===== config.mk =====
export PLATFORM = sky130hd
export DESIGN_NAME = multicycle_controller
export DESIGN_NICKNAME = d
export VERILOG_FILES = /design/src/rtl/cpu_pkg.sv /design/src/rtl/ctrl_decode.sv /design/src/rtl/multicycle_controller.sv
export SDC_FILE = /design/constraint.sdc
export NUM_CORES = 1
export LEC_CHECK = 0
export CAP_MARGIN = 0
export CORE_MARGIN = 2
export CORE_UTILIZATION = 50
export CTS_BUF_LIST = sky130_fd_sc_hd__clkbuf_16
export CTS_CLUSTER_SIZE = 30
export DETAILED_ROUTE_END_ITERATION = 16
export GPL_ROUTABILITY_DRIVEN = 0
export PLACE_DENSITY = 0.89
export SYNTH_ARGS = -nofsm -noshare
export SYNTH_HDL_FRONTEND = slang
export SYNTH_HIERARCHICAL = 1
export SYNTH_SLANG_ARGS = --single-unit

===== constraint.sdc =====
create_clock -name clk -period 5.47 [get_ports clk]
set_input_delay 0.8205 -clock clk [delete_from_list [all_inputs] [get_ports clk]]
set_output_delay 0.8205 -clock clk [all_outputs]
set_load 0.01 [all_outputs]

===== src/rtl/cpu_pkg.sv =====
// Shared constants and types for the RV32I control path.
// Also used by the later pipelined core, so keep the encodings stable.
package cpu_pkg;

  localparam int CPU_WORD = 32;

  localparam logic [6:0] OPC_LOAD   = 7'b0000011;
  localparam logic [6:0] OPC_STORE  = 7'b0100011;
  localparam logic [6:0] OPC_OP_IMM = 7'b0010011;
  localparam logic [6:0] OPC_OP     = 7'b0110011;
  localparam logic [6:0] OPC_LUI    = 7'b0110111;
  localparam logic [6:0] OPC_SYSTEM = 7'b1110011;

  localparam logic [2:0] F3_ADDI = 3'b000;
  localparam logic [2:0] F3_ADD  = 3'b000;

  localparam logic [31:0] ECALL = 32'h0000_0073;

  typedef enum logic [2:0] {
    S_FETCH,
    S_DECODE,
    S_EXEC,
    S_MEM,
    S_WB,
    S_HALT,
    S_TRAP
  } ctrl_state_t;

  typedef enum logic [1:0] {
    TC_NONE        = 2'd0,
    TC_ILLEGAL     = 2'd1,
    TC_MEM_TIMEOUT = 2'd2
  } trap_cause_t;

  typedef enum logic [1:0] {
    CLS_ALU,
    CLS_LOAD,
    CLS_STORE,
    CLS_ECALL
  } instr_class_t;

endpackage


===== src/rtl/ctrl_decode.sv =====
// Combinational instruction classifier: ir -> {class, illegal}.
// Load/store widths follow the RV32I func3 encodings; everything else is illegal.
module ctrl_decode
  import cpu_pkg::*;
(
  input  logic [31:0]  i_ir,
  output instr_class_t o_cls,
  output logic         o_illegal
);

  logic [6:0] w_opc;
  logic [2:0] w_f3;
  logic [6:0] w_f7;

  assign w_opc = i_ir[6:0];
  assign w_f3  = i_ir[14:12];
  assign w_f7  = i_ir[31:25];

  always_comb begin
    o_cls     = CLS_ALU;
    o_illegal = 1'b1;
    case (w_opc)
      OPC_LOAD: begin
        o_cls     = CLS_LOAD;
        o_illegal = !(w_f3 inside {3'b000, 3'b001, 3'b010, 3'b100, 3'b101});
      end
      OPC_STORE: begin
        o_cls     = CLS_STORE;
        o_illegal = !(w_f3 inside {3'b000, 3'b001, 3'b010});
      end
      OPC_LUI:    o_illegal = 1'b0;
      OPC_OP_IMM: o_illegal = (w_f3 != F3_ADDI);
      OPC_OP:     o_illegal = (w_f3 != F3_ADD) || (w_f7 != 7'd0);
      OPC_SYSTEM: begin
        o_cls     = CLS_ECALL;
        o_illegal = (i_ir[31:7] != ECALL[31:7]);
      end
      default: ;
    endcase
  end

endmodule


===== src/rtl/multicycle_controller.sv =====
// Multi-cycle FETCH/DECODE/EXEC/MEM/WB sequencer for the RV32I core.
// Traps on illegal encodings and data-memory timeout, halts on ECALL, counts retires.
module multicycle_controller
  import cpu_pkg::*;
#(
  parameter int WORD        = CPU_WORD,
  parameter int MEM_TIMEOUT = 16,
  parameter int CNT_W       = 32
) (
  input  logic             clk,
  input  logic             rst_n,
  input  logic             instr_valid,
  output logic             instr_ready,
  input  logic [WORD-1:0]  instr,
  output logic             mem_req,
  input  logic             mem_ready,
  output logic             memWrite,
  output logic             regWrite,
  output logic             pcWrite,
  output logic [WORD-1:0]  ir,
  output logic             halt,
  output logic             trap,
  output logic [1:0]       trap_cause,
  output logic [CNT_W-1:0] retired
);

  localparam int WAIT_W = (MEM_TIMEOUT < 2) ? 1 : $clog2(MEM_TIMEOUT);

  ctrl_state_t  r_state, w_state_next;
  trap_cause_t  r_cause, w_cause_next;
  logic [WORD-1:0]   r_ir;
  logic [WAIT_W-1:0] r_wait, w_wait_next;
  logic [CNT_W-1:0]  r_retired;
  instr_class_t w_cls;
  logic         w_illegal;
  logic         w_mem_timeout;
  logic         w_is_mem;

  ctrl_decode u_decode (
    .i_ir      (r_ir[31:0]),
    .o_cls     (w_cls),
    .o_illegal (w_illegal)
  );

  assign w_is_mem      = (w_cls == CLS_LOAD) || (w_cls == CLS_STORE);
  // With MEM_TIMEOUT == 0 the counter still runs but can never fire.
  assign w_mem_timeout = (MEM_TIMEOUT != 0) && (r_wait == WAIT_W'(MEM_TIMEOUT - 1));

  always_comb begin
    w_state_next = r_state;
    w_cause_next = r_cause;
    w_wait_next  = r_wait;
    instr_ready  = 1'b0;
    mem_req      = 1'b0;
    memWrite     = 1'b0;
    regWrite     = 1'b0;
    pcWrite      = 1'b0;
    case (r_state)
      S_FETCH: begin
        instr_ready = 1'b1;
        if (instr_valid) w_state_next = S_DECODE;
      end
      S_DECODE: begin
        if (w_illegal) begin
          w_state_next = S_TRAP;
          w_cause_next = TC_ILLEGAL;
        end else if (w_cls == CLS_ECALL) begin
          w_state_next = S_HALT;
        end else begin
          w_state_next = S_EXEC;
        end
      end
      S_EXEC: w_state_next = w_is_mem ? S_MEM : S_WB;
      S_MEM: begin
        mem_req  = 1'b1;
        memWrite = (w_cls == CLS_STORE);
        // A completion in the final wait cycle beats the timeout.
        if (mem_ready) begin
          w_wait_next = '0;
          if (w_cls == CLS_STORE) begin
            pcWrite      = 1'b1;
            w_state_next = S_FETCH;
          end else begin
            w_state_next = S_WB;
          end
        end else if (w_mem_timeout) begin
          w_wait_next  = '0;
          w_state_next = S_TRAP;
          w_cause_next = TC_MEM_TIMEOUT;
        end else begin
          w_wait_next = r_wait + 1'b1;
        end
      end
      S_WB: begin
        regWrite     = 1'b1;
        pcWrite      = 1'b1;
        w_state_next = S_FETCH;
      end
      default: ;
    endcase
  end

  always_ff @(posedge clk or negedge rst_n) begin
    if (!rst_n) begin
      r_state   <= S_FETCH;
      r_cause   <= TC_NONE;
      r_ir      <= '0;
      r_wait    <= '0;
      r_retired <= '0;
    end else begin
      r_state <= w_state_next;
      r_cause <= w_cause_next;
      r_wait  <= w_wait_next;
      if (r_state == S_FETCH && instr_valid) r_ir <= instr;
      if (pcWrite) r_retired <= r_retired + 1'b1;
    end
  end

  assign ir         = r_ir;
  assign halt       = (r_state == S_HALT);
  assign trap       = (r_state == S_TRAP);
  assign trap_cause = r_cause;
  assign retired    = r_retired;

endmodule


==> flow_summary_export.csv, run 1 <==
group,metric,value,unit
status,status,"complete, no violations",
timing,min_period,3.713,ns
logic_synthesis,syn-instance-count,290,
worst_setup_path,cp.required,4.65,ns
floorplanning,rows,30,
cells_and_area,fin_cells,487,
cells_and_area,fin_util,72.05,%
power_and_ir_drop,seqPwrFrac,38.7,%
timing,max_freq,0.2694,GHz
placed_design,port_buffers,108,
worst_setup_path,crit_start,"ir[4]$_DFFE_PN0P_",
placed_design,dp_cells,472,
logic_synthesis,synthArstFlopShare,100.0,%
power_and_ir_drop,total_power,2.310,mW
logic_synthesis,synth_fa_ha_area_share,1.463,%
cts,tritoncts,"built",
timing,setup-violations-final,0,
logic_synthesis,netlist_area,0.003421,mm²
logic_synthesis,synth_compound_area_share,5.596,%
logic_synthesis,synth_area_leaders,"dfrtp_1 53%, mux2_2 8.6%, xnor2_1 5.6%",
cells_and_area,seq_area,0.001827,mm²
power_and_ir_drop,p_comb_share,37.1,%
cts,postCtsSetupRepairBufs,0,
logic_synthesis,synth-edff-count,0,
cts,cts_num_sinks,73,
cts,worstSkewPairLatency,0.33,ns
cells_and_area,areaGrowthSynthToFinish,41.51,%
cells_and_area,multi_input_area,0.001518,mm²
cells_and_area,fillCellCount,471,
logic_synthesis,yosysWarnings,6,
global_routing,antenna_found_initial,0,
floorplanning,die_area,0.007519,mm²
cells_and_area,antenna_cells,0,
cts,cts_root_buffer,"clkbuf_16",
timing,rsz0062_at_grt,"false",
routing,ant_nets,0,
timing,hold_viol_final,0,
cts,cts_resized,0,
logic_synthesis,synthSimpleGateAreaFrac,18.25,%
worst_setup_path,crit_type,"reg2out",
placed_design,hpwl,5.612,mm
routing,drtIter0Drc,162,
logic_synthesis,synth_top_family_by_area,"simple AND/OR/NAND/NOR gates",
power_and_ir_drop,p_sw_share,33.10,%
worst_setup_path,cp_max_fo,11,
timing,post-route-period-util,67.87,%
power_and_ir_drop,vdd_drop_max,0.3498,mV
cells_and_area,layout.nets,443,
cells_and_area,drive_gt1_share,12.78,%
logic_synthesis,yosysSeqAreaShare,53.40,%
cts,clk_path_buf_depth,2,
logic_synthesis,synth_cell_type_count,45,
global_routing,gr-total-overflow,0,
power_and_ir_drop,clock_power_share,24.1,%
floorplanning,io_pins,109,
job,cap_violations,0,
routing,dr.pass1.iters,4,
power_and_ir_drop,p_switching,0.7646,mW
timing,relSlewSlack,39.95,%
logic_synthesis,muxShareOfSynthArea,11.12,%
logic_synthesis,avgSynthCellArea,11.80,µm²
cts,clkTransAtPathRegs,0.05,ns
routing,routed_wl,7.971,mm
placed_design,pre_cts_ws,1.997,ns
logic_synthesis,synth_top_area_share,53.40,%
logic_synthesis,synth_largest_area_cell,"dfrtp_1",
logic_synthesis,ys.flop_type,"dfrtp_1",
logic_synthesis,synthXorXnorAreaFrac,7.937,%
worst_setup_path,regToRegStartpoint,"ir[4]$_DFFE_PN0P_",
worst_hold_path,min_path_type,"reg2reg",
timing,worst_slew_pin_slew,0.9008,ns
global_routing,grt_pass1_vias,2772,
power_and_ir_drop,power_density,477.2,mW/mm²
power_and_ir_drop,p_int,1.545,mW
cts,cts_buffers,9,
logic_synthesis,synth_nets,330,
global_routing,grt_max_degree,74,
routing,wl_per_cell,16.37,µm
floorplanning,coreArea,0.006719,mm²
cts,htreeDepth,3,
floorplanning,start_util,50.91,%
global_routing,track_usage,23.06,%
routing,vias,2703,
routing,drc,0,
worst_setup_path,start_kind,"register",
logic_synthesis,ys_ff_latch,73,
timing,setup_ws,1.757,ns
worst_setup_path,end_kind,"output pin",
timing,report.final.slew_viol_count,0,
floorplanning,die_w,86.72,µm
power_and_ir_drop,p_leak,2.090,nW
worst_setup_path,cp.arrival,2.89,ns
routing,viasPerCell,5.550,
cts,hold_buffers,0,
floorplanning,chipHeight,86.72,µm
worst_hold_path,hold_start,"retired[31]$_DFFE_PN0P_",
timing,fin_worst_skew,0.008336,ns
timing,setup_tns,0,ns
global_routing,grt_pass1_wl,13.17,mm
## stage by stage
step / hold WS, ns / area, µm²
after floorplan: 0.4665 / 3421
after global placement: 0.4625 / 4563
after detailed placement: 0.4685 / 4563
after CTS: 0.4754 / 4841
after global routing: 0.4801 / 4841
final: 0.4770 / 4841
## metal layers
| metal | part of all wire, % | up-vias | global-route usage (%) |
|---|---|---|---|
| met5 | 0 | - | 0 |
| met4 | 2.5 | 0 | 9.943 |
| met3 | 8.8 | 17 | 10.48 |
| met2 | 47 | 112 | 36.78 |
| met1 | 42 | 1301 | 26.88 |
| li1 | - | 1273 | - |
## power by group through the flow
stage	registers, mW	logic, mW	clock network, mW
5_1_grt	0.922	0.925	0.591
6_report	0.895	0.858	0.558
4_1_cts	0.895	0.867	0.564
3_5_place_dp	0.896	0.856	0
2_1_floorplan	0.914	0.396	0
3_3_place_gp	0.882	0.834	0
## state kept, by name (all words and copies together), names as in the netlist
| signal | count |
|---|---|
| ir | 32 |
| r_state | 3 |
| r_wait | 4 |
| retired | 32 |
| trap_cause | 2 |
## final cells by class
cell class,count,area share (%)
flip-flops and latches,73,37.74
multi-input cells,202,31.35
repair buffers,110,22.54
clock buffers,9,4.652
well taps,80,2.068
clock inverters,6,1.086
inverters,7,0.5686
## logic make-up (layout without fill, tap and decap cells)
kind of cell               after synthesis  in the layout
AOI/OAI and AO/OA                       29             29
adders and majority gates                4              4
DFF                                     73             73
xor gates and xnor gates                31             31
muxes                                   34             34
and+or+nand+nor                        104            104
buffers and inverters                   15            132
## final timing paths
path / slack (ns) / endpoint / cells past startpoint
worst max-delay path: 1.76 / pcWrite / 8
worst min-delay path: 0.48 / retired[31]$_DFFE_PN0P_ / 1
worst max register to register: 2.98 / retired[29]$_DFFE_PN0P_ / 8
worst min register to register: 0.48 / retired[31]$_DFFE_PN0P_ / 1
max in group asynchronous: 4.19 / r_state[2]$_DFFE_PN0P_ / 2
min in group asynchronous: 0.70 / retired[14]$_DFFE_PN0P_ / 2
## critical path: stages, from the launching register on
cell and delay (ns):
dfrtp_1 0.48, and2_1 0.22, a21oi_1 0.08, nor3_1 0.23, inv_1 0.08, ha_1 0.25, a31oi_4 0.45, inv_1 0.23
clkdlybuf4s50_1 0.53
## synth_stat cells, types with 2 or more instances
library cell   n
mux2_1         6
nand2_1       21
mux2_2        26
nor4_4         2
o21ai_0        8
a21oi_1       10
inv_1          6
mux2i_1        2
and2_1         7
nor3b_1        2
clkbuf_1       2
nor4_1         6
xnor2_1       22
a31oi_1        3
buf_6          2
and3_1         6
nor2_1         9
o21a_1         2
dfrtp_1       73
ha_1           4
nor3_1        10
and4_1         5
nand3_1       16
buf_2          3
nand4_1        9
xor2_1         9
## cell usage in the layout (no fill, tap or decap), types with 9 or more instances in the layout
cell type        count
nor2_1               9
nand2_1             21
dfrtp_1             73
nand4_1              9
nor3_1              10
clkdlybuf4s50_1    107
nand3_1             16
xnor2_1             22
mux2_2              26
a21oi_1             10
xor2_1               9
clkbuf_16            9
(Power assumes the default switching activity.)
==> run 2, diff against run 1 <==
--- a/config.mk
+++ b/config.mk
@@ -7,12 +7,12 @@
 export LEC_CHECK = 0
 export CAP_MARGIN = 0
 export CORE_MARGIN = 2
-export CORE_UTILIZATION = 50
+export CORE_UTILIZATION = 46
 export CTS_BUF_LIST = sky130_fd_sc_hd__clkbuf_16
 export CTS_CLUSTER_SIZE = 30
 export DETAILED_ROUTE_END_ITERATION = 16
 export GPL_ROUTABILITY_DRIVEN = 0
-export PLACE_DENSITY = 0.89
+export PLACE_DENSITY = 0.84
 export SYNTH_ARGS = -nofsm -noshare
 export SYNTH_HDL_FRONTEND = slang
 export SYNTH_HIERARCHICAL = 1
==> constraint.sdc (replaced) <==
create_clock -name clk -period 3.7 [get_ports clk]
set_input_delay 0.555 -clock clk [delete_from_list [all_inputs] [get_ports clk]]
set_output_delay 0.555 -clock clk [all_outputs]
set_load 0.01 [all_outputs]
==> flow_summary_export.csv, run 2 (synthesis gave the netlist of run 1 again) <==
group,metric,value,unit
cells_and_area,fin_cells,507,
worst_setup_path,cp.arrival,2.50,ns
timing,setup-violations-final,0,
timing,hold_viol_final,0,
worst_setup_path,slowest_stage,"clkdlybuf4s50_1",
timing,min_period,3.059,ns
cts,postCtsSetupRepairBufs,0,
placed_design,pre_cts_ws,0.9949,ns
floorplanning,start_util,47.42,%
global_routing,grt_pass1_vias,2733,
global_routing,antenna_found_initial,0,
placed_design,hpwl,5.754,mm
global_routing,track_usage,20.14,%
cts,clk_path_buf_depth,2,
cells_and_area,multi_input_area,0.001518,mm²
routing,drtIter0Drc,83,
cts,cts_num_sinks,73,
floorplanning,rows,31,
power_and_ir_drop,vdd_drop_max,0.4885,mV
cts,clkTransAtPathRegs,0.06,ns
timing,setup_ws,0.6413,ns
cts,cts_root_buffer,"clkbuf_16",
timing,rsz0062_at_grt,"false",
timing,max_freq,0.3269,GHz
global_routing,grt_pass1_wl,13.25,mm
status,status,"complete, no violations",
routing,viasPerCell,5.250,
job,cap_violations,0,
timing,setup_tns,0,ns
routing,ant_nets,0,
cells_and_area,drive_gt1_share,13.73,%
placed_design,dp_cells,491,
routing,routed_wl,7.817,mm
floorplanning,chipHeight,90.24,µm
cts,cts_buffers,9,
floorplanning,io_pins,109,
placed_design,port_buffers,108,
power_and_ir_drop,p_leak,2.091,nW
worst_setup_path,cp_slowest_stage_delay,0.57,ns
timing,holdWs,0.3432,ns
cts,cts_resized,0,
routing,drc,0,
floorplanning,die_w,90.24,µm
worst_setup_path,start_kind,"register",
cells_and_area,layout.nets,443,
power_and_ir_drop,power_density,694.2,mW/mm²
global_routing,gr-total-overflow,0,
cts,tritoncts,"built",
worst_setup_path,cp_max_fo,9,
cells_and_area,seq_area,0.001827,mm²
cells_and_area,layout_commonest_cell,"clkdlybuf4s50_1",
timing,report.final.slew_viol_count,0,
worst_setup_path,crit_type,"reg2out",
cells_and_area,areaGrowthSynthToFinish,42.50,%
floorplanning,coreArea,0.007214,mm²
worst_hold_path,min_path_type,"in2async",
cts,worstSkewPairLatency,0.33,ns
cells_and_area,fillCellCount,569,
floorplanning,die_area,0.008142,mm²
timing,relSlewSlack,40.76,%
cells_and_area,layout_common_cells,"107 x clkdlybuf4s50_1, 73 x dfrtp_1, 26 x mux2_2",
routing,wl_per_cell,15.42,µm
timing,fin_worst_skew,0.004829,ns
cells_and_area,antenna_cells,0,
timing,post-route-period-util,82.67,%
cts,hold_buffers,0,
routing,vias,2662,
timing,worst_slew_pin_slew,0.8886,ns
cts,htreeDepth,3,
worst_setup_path,critical_path.cell_chain,"and2_1 -> o21ai_0 -> nor3_1 -> ha_1 -> a31oi_4 -> inv_1 -> clkdlybuf4s50_1",
worst_setup_path,cp.required,3.14,ns
power_and_ir_drop,total_power,3.384,mW
global_routing,grt_max_degree,74,
routing,dr.pass1.iters,5,
worst_setup_path,end_kind,"output pin",
==> run 2: final timing paths <==
check / startpoint / end / slack [ns] / cells after the start
max: ir[4]$_DFFE_PN0P_ / pcWrite / 0.64 / 7
min: rst_n / retired[4]$_DFFE_PN0P_ / 0.34 / 1
max reg2reg: ir[4]$_DFFE_PN0P_ / retired[27]$_DFFE_PN0P_ / 1.17 / 9
min reg2reg: retired[27]$_DFFE_PN0P_ / retired[27]$_DFFE_PN0P_ / 0.48 / 1
max in group asynchronous: rst_n / ir[21]$_DFFE_PN0P_ / 2.77 / 1
min in group clk: retired[27]$_DFFE_PN0P_ / retired[27]$_DFFE_PN0P_ / 0.48 / 1
==> run 2: cell type report <==
type / count / area share (%)
Clock buffer: 9 / 4.620
Clock inverter: 7 / 0.9754
Inverter: 7 / 0.5647
Multi-Input combinational cell: 202 / 31.13
Sequential cell: 73 / 37.47
Tap cell: 99 / 2.541
Timing Repair Buffer: 110 / 22.69
==> run 2: metal layers <==
layer	GRT usage [%]	vias to the layer above	part of all wire, %
met5	0	-	0
met4	8.718	0	2.3
met3	7.293	14	8.7
met2	32.77	94	48
met1	24.13	1285	41
li1	-	1269	-
==> run 2: per-stage QoR <==
step,util [%],area [µm²]
after floorplan,-,3421
after global placement,63.79,4602
after detailed placement,63.79,4602
after CTS,67.57,4875
after global routing,67.57,4875
final,67.57,4875
==> run 2: worst max-delay path: cells and delay by family, from the launching register on <==
kind,cells,cell delay [ns]
flip-flops,1,0.48
adder cells (fa/ha/maj),1,0.28
AND/OR/NAND/NOR,2,0.45
buffers and inverters,2,0.77
AO/OA/AOI/OAI,2,0.19
==> run 2: power by group <==
part,internal (mW),switching (mW)
clock network,0.453,0.332
registers,1.04,0.283
logic,0.750,0.526
total,2.24,1.14
